===== config.mk =====
export PLATFORM = sky130hd
export DESIGN_NAME = jt89_i2s_tx
export DESIGN_NICKNAME = d
export VERILOG_FILES = /design/src/rtl/jt89_i2s_tx.sv
export SDC_FILE = /design/constraint.sdc
export NUM_CORES = 1
export LEC_CHECK = 0
export CORE_MARGIN = 5
export CORE_UTILIZATION = 60
export DETAILED_ROUTE_END_ITERATION = 16
export HOLD_SLACK_MARGIN = 0.05
export PLACE_DENSITY = 0.86
export SYNTH_ARGS = -nofsm -noshare
export SYNTH_HDL_FRONTEND = slang
export SYNTH_SLANG_ARGS = --single-unit
export TNS_END_PERCENT = 30

===== constraint.sdc =====
create_clock -name clk -period 5.85 [get_ports clk]
set_clock_uncertainty 0.2 [all_clocks]
set_input_delay 0.8775 -clock clk [delete_from_list [all_inputs] [get_ports clk]]
set_output_delay 0.8775 -clock clk [all_outputs]
set_load 0.005 [all_outputs]

===== src/rtl/jt89_i2s_tx.sv =====
// JT89 PSG to I2S serializer: mono sample duplicated on left/right, one-deep holding register.
// Optional macro JT89_I2S_MUTE_EN: an empty slot sends silence instead of repeating the last word.
module jt89_i2s_tx #(
    parameter int bw   = 9,
    parameter int OUTW = 16,
    parameter int DIV  = 4
) (
    input  logic          clk,
    input  logic          rst,
    input  logic          clk_en,
    input  logic [bw+1:0] sound,
    output logic          sclk,
    output logic          lrclk,
    output logic          sdata,
    output logic          overrun
);
    localparam int SW = bw + 2;
    localparam int SH = OUTW - SW;
    localparam int DW = (DIV > 1) ? $clog2(DIV) : 1;
    localparam int FW = 2 * OUTW;
    localparam int LW = $clog2(FW);

    logic [DW-1:0]   dcnt_q, dcnt_d;
    logic            sclk_q, sclk_d;
    logic            lrclk_q, lrclk_d;
    logic            sdata_q, sdata_d;
    logic            ovr_q, ovr_d;
    logic [LW-1:0]   slot_q, slot_d, slot_nxt;
    logic [OUTW-1:0] hold_q, hold_d;
    logic            pend_q, pend_d;
    logic [FW-1:0]   shr_q, shr_d;
    logic [OUTW-1:0] sext;
    logic [OUTW-1:0] word;
    logic            tick, fall, load;

    // Sign-extend to the word width, then left-justify.
    assign sext     = OUTW'($signed(sound)) << SH;
    assign tick     = (dcnt_q == DW'(DIV - 1));
    assign fall     = tick & sclk_q;
    assign load     = fall & (slot_q == '0);
    assign slot_nxt = (slot_q == LW'(FW - 1)) ? '0 : slot_q + 1'b1;

`ifdef JT89_I2S_MUTE_EN
    assign word = pend_q ? hold_q : '0;
`else
    logic [OUTW-1:0] last_q;
    assign word = pend_q ? hold_q : last_q;

    always_ff @(posedge clk) begin
        if (rst)       last_q <= '0;
        else if (load) last_q <= word;
    end
`endif

    always_comb begin
        dcnt_d  = tick ? '0 : dcnt_q + 1'b1;
        sclk_d  = tick ? ~sclk_q : sclk_q;
        slot_d  = slot_q;
        lrclk_d = lrclk_q;
        sdata_d = sdata_q;
        shr_d   = shr_q;
        hold_d  = hold_q;
        pend_d  = pend_q;
        // lrclk/sdata move only on the sclk falling edge so they are stable at the rise.
        if (fall) begin
            slot_d  = slot_nxt;
            lrclk_d = (slot_nxt >= LW'(OUTW));
            if (load) begin
                shr_d   = {word, word};
                sdata_d = word[OUTW-1];
                pend_d  = 1'b0;
            end else begin
                shr_d   = shr_q << 1;
                sdata_d = shr_q[FW-2];
            end
        end
        // A capture in the load cycle re-arms pend after the old hold was consumed.
        if (clk_en) begin
            hold_d = sext;
            pend_d = 1'b1;
        end
        ovr_d = clk_en & pend_q & ~load;
    end

    always_ff @(posedge clk) begin
        if (rst) begin
            dcnt_q  <= '0;
            sclk_q  <= 1'b0;
            slot_q  <= '0;
            lrclk_q <= 1'b0;
            sdata_q <= 1'b0;
            shr_q   <= '0;
            hold_q  <= '0;
            pend_q  <= 1'b0;
            ovr_q   <= 1'b0;
        end else begin
            dcnt_q  <= dcnt_d;
            sclk_q  <= sclk_d;
            slot_q  <= slot_d;
            lrclk_q <= lrclk_d;
            sdata_q <= sdata_d;
            shr_q   <= shr_d;
            hold_q  <= hold_d;
            pend_q  <= pend_d;
            ovr_q   <= ovr_d;
        end
    end

    assign sclk    = sclk_q;
    assign lrclk   = lrclk_q;
    assign sdata   = sdata_q;
    assign overrun = ovr_q;
endmodule


==> flow_summary.toml <==
[critical_path]
cp_data_required_time_ns = 5.91
worstPathCellList = "ha_1 > nand2_1 > or4b_2 > a21oi_1"
reg2regPathDepth = 4
cpPeakStageDelay_ns = 0.85
path_max_fanout = 31
cp.depth = 4
worst_setup_path_start_kind = "flip-flop"
critical_path.endpoint_type = "flip-flop"
criticalPathCategory = "reg2reg"
cp_data_arrival_time_ns = 2.81
worst-path-buf-inv = 0
worst_path_dominant_cell_family = "simple AND/OR/NAND/NOR gates"
timing.critical_path.slowest_stage_cell = "sky130_fd_sc_hd__or4b_2"

[clocking]
cts_root_buf = "sky130_fd_sc_hd__clkbuf_8"
cts_inserted_buffers = 9
cts_htree_levels = 3
clk_pin_slew_ns = 0.07
cts_post_setup_buffers_inserted = 0
cts_resized = 0
cts_buffer_depth = 2
clock_latency_ns = 0.34
postCtsHoldBufs = 0
cts_tree = "built"
numClockSinks = 69

[yosys]
total_standard_cell_area_after_synthesis_mm2 = 0.00308
netlist_top_cells_area = "sky130_fd_sc_hd__dfxtp_1, sky130_fd_sc_hd__mux2i_1, sky130_fd_sc_hd__nand2b_1, sky130_fd_sc_hd__nand4b_1, sky130_fd_sc_hd__nand3b_1"
number_of_nets_produced_by_synthesis = 343
yosys_register_bits = 69
netlist.top_cell.by_area = "sky130_fd_sc_hd__dfxtp_1"
synth_cell_type_count = 33
ys.warnings.count = 0
synth.top_cell.area_share_pct = 44.8
synth_cells = 325
syn_area_per_cell_um2 = 9.49
synth_seq_area_share_pct = 44.8

[timing]
slew_headroom_pct = 25.8
maxClockFrequency_ghz = 0.364
final.setup.worst_slack_ns = 3.10
post_route_worst_hold_slack_ns = 0.225
timing_hold_violations_final = 0
setup_viol = 0
actual_transition_at_the_worst_max_transition_pin_ns = 1.11
setup-tns-final_ns = 0
grt_setup_unrepaired = "no"
final_period_minus_worst_setup_slack_ns = 2.75
drv_slew = 0
final_cycle_utilization_of_the_critical_path_pct = 47.0

[final_layout]
num_antenna_cells = 0
final_core_utilization_pct = 67.3
proportion_of_layout_cells_with_a_drive_suffix_above_1_pct = 6.06
nets = 343
areaGrowthSynthToFinish_pct = 10.1

[global_route]
use_met1_pct = 25.1
grt_use_met3_pct = 4.28
maximum_number_of_pins_on_one_net_before_global_route_repair = 101
grt_pass1_vias = 2108
groute.layer.met2.usage_pct = 30.4
grt_antenna_before_repair = 0
gr-total-overflow = 0
total_routing_usage_reported_by_global_routing_pct = 19.5
grt_most_used_layer = "met2"
grt_pass1_wl_um = 9960

[floorplanning]
total_die_area_mm2 = 0.00667
io-pin-count = 18
fp.dieW_um = 81.7
starting_density_pct = 61.1
placementRows = 26
core_region_area_mm2 = 0.00504
die_height_um = 81.7

[route]
drt_iter0_drc = 146
wire_per_inst_um = 14.3
routed_via_count = 2316
routed_wirelength_um = 5730
antenna_violating_nets_post_route = 0
post_drt_via_cell_ratio = 5.79
route.detailed.drc = 0
drt_first_pass_iters = 4

[placement]
post-place-ws_ns = 3.14
hpwlAfterDp_um = 3470
routabilityCongestion = 0.696
portBuffers = 17

[flow_run]
cap_viol_max_count = 0

[pwr]
static_leakage_uw = 0.00125
power-per-cell-area_mw_per_mm2 = 258
design_power_total_uw = 877
power.ir.vdd_worst_v = 0.000169

[hold_path]
number_of_stages_on_the_worst_hold_path = 1
worstHoldPathType = "reg2reg"

[outcome]
outcome = "finished clean"
[area by class of cell]
| type | instances | area, um2 |
|---|---|---|
| multi-input cells | 221 | 1550 |
| clock buffers | 15 | 166 |
| repair buffers | 21 | 195 |
| flip-flops and latches | 69 | 1380 |
| fillers | 411 | 1650 |
| inverters | 3 | 11.3 |
| clock inverters | 1 | 5.00 |
| well taps | 70 | 87.6 |
[where the power goes]
part           switching, uW  total [uW]  leakage, uW  internal, uW
combinational           25.1        53.2     0.000607          28.2
clock                    163         340    0.0000877           177
sequential              6.19         484     0.000559           478
total                    194         877      0.00125           683
[logic make-up after synthesis]
logic type | after synthesis | synth area share, %
and+or+nand+nor | 146 | 30.8
DFF | 69 | 44.8
AOI/OAI and AO/OA | 48 | 10.3
buffers and inverters | 35 | 5.03
muxes | 22 | 7.14
adders and majority gates | 4 | 1.62
xor gates and xnor gates | 1 | 0.284
[final timing paths]
path | start | slack [ns] | to
worst max-delay path | dcnt_q[0] | 3.10 | slot_q[2]
worst max register to register | dcnt_q[0] | 3.10 | slot_q[2]
worst min-delay path | dcnt_q[0] | 0.22 | dcnt_q[0]
worst min register to register | dcnt_q[0] | 0.22 | dcnt_q[0]
[sequential cells by signal, summed over array words and instances (netlist names), 2 cells and up]
name and cells:
dcnt_q 2, last_q 16, hold_q 11, slot_q 4, shr_q 31
[placed cells by master, fill, tap and decap left out, types with 11 or more instances in the layout]
cell                               n
sky130_fd_sc_hd__nand2b_1         33
sky130_fd_sc_hd__clkbuf_8         11
sky130_fd_sc_hd__nand3b_1         23
sky130_fd_sc_hd__nand4b_1         23
sky130_fd_sc_hd__mux2i_1          22
sky130_fd_sc_hd__clkdlybuf4s50_1  16
sky130_fd_sc_hd__o2111ai_1        11
sky130_fd_sc_hd__nand3_1          23
sky130_fd_sc_hd__nor2_1           16
sky130_fd_sc_hd__o21ai_0          11
sky130_fd_sc_hd__dfxtp_1          69
[worst register-to-register path, stage by stage, from the launching register on]
cell,delay (ns)
sky130_fd_sc_hd__dfxtp_1,0.33
sky130_fd_sc_hd__ha_1,0.43
sky130_fd_sc_hd__nand2_1,0.70
sky130_fd_sc_hd__or4b_2,0.86
sky130_fd_sc_hd__a21oi_1,0.16
[through the flow]
step	instances	area (um2)
floorplan	325	3080
finish	400	3390
global route	400	3390
global placement	384	3220
CTS	400	3390
detailed placement	384	3220
[synth_stat cells (all sizes together)]
library cell  instances
dfxtp                69
nand2b               33
clkbuf               24
nand3                23
nand3b               23
nand4b               23
mux2i                22
nor2                 16
o2111ai              11
o21ai                11
a31oi                10
a21boi                8
buf                   8
a21oi                 7
nand2                 7
and2                  6
ha                    4
nand4                 4
inv                   3
and3                  2
nor3                  2
or4b                  2
a311oi                1
and3b                 1
nor3b                 1
nor4b                 1
nor4bb                1
or4                   1
xnor2                 1
[metal layers]
| layer | vias to the layer above | wire length, um |
|---|---|---|
| met5 | - | 0 |
| met4 | 0 | 126 |
| met3 | 10 | 181 |
| met2 | 29 | 2710 |
| met1 | 1105 | 2720 |
| li1 | 1172 | - |
(Power assumes the default switching activity.)
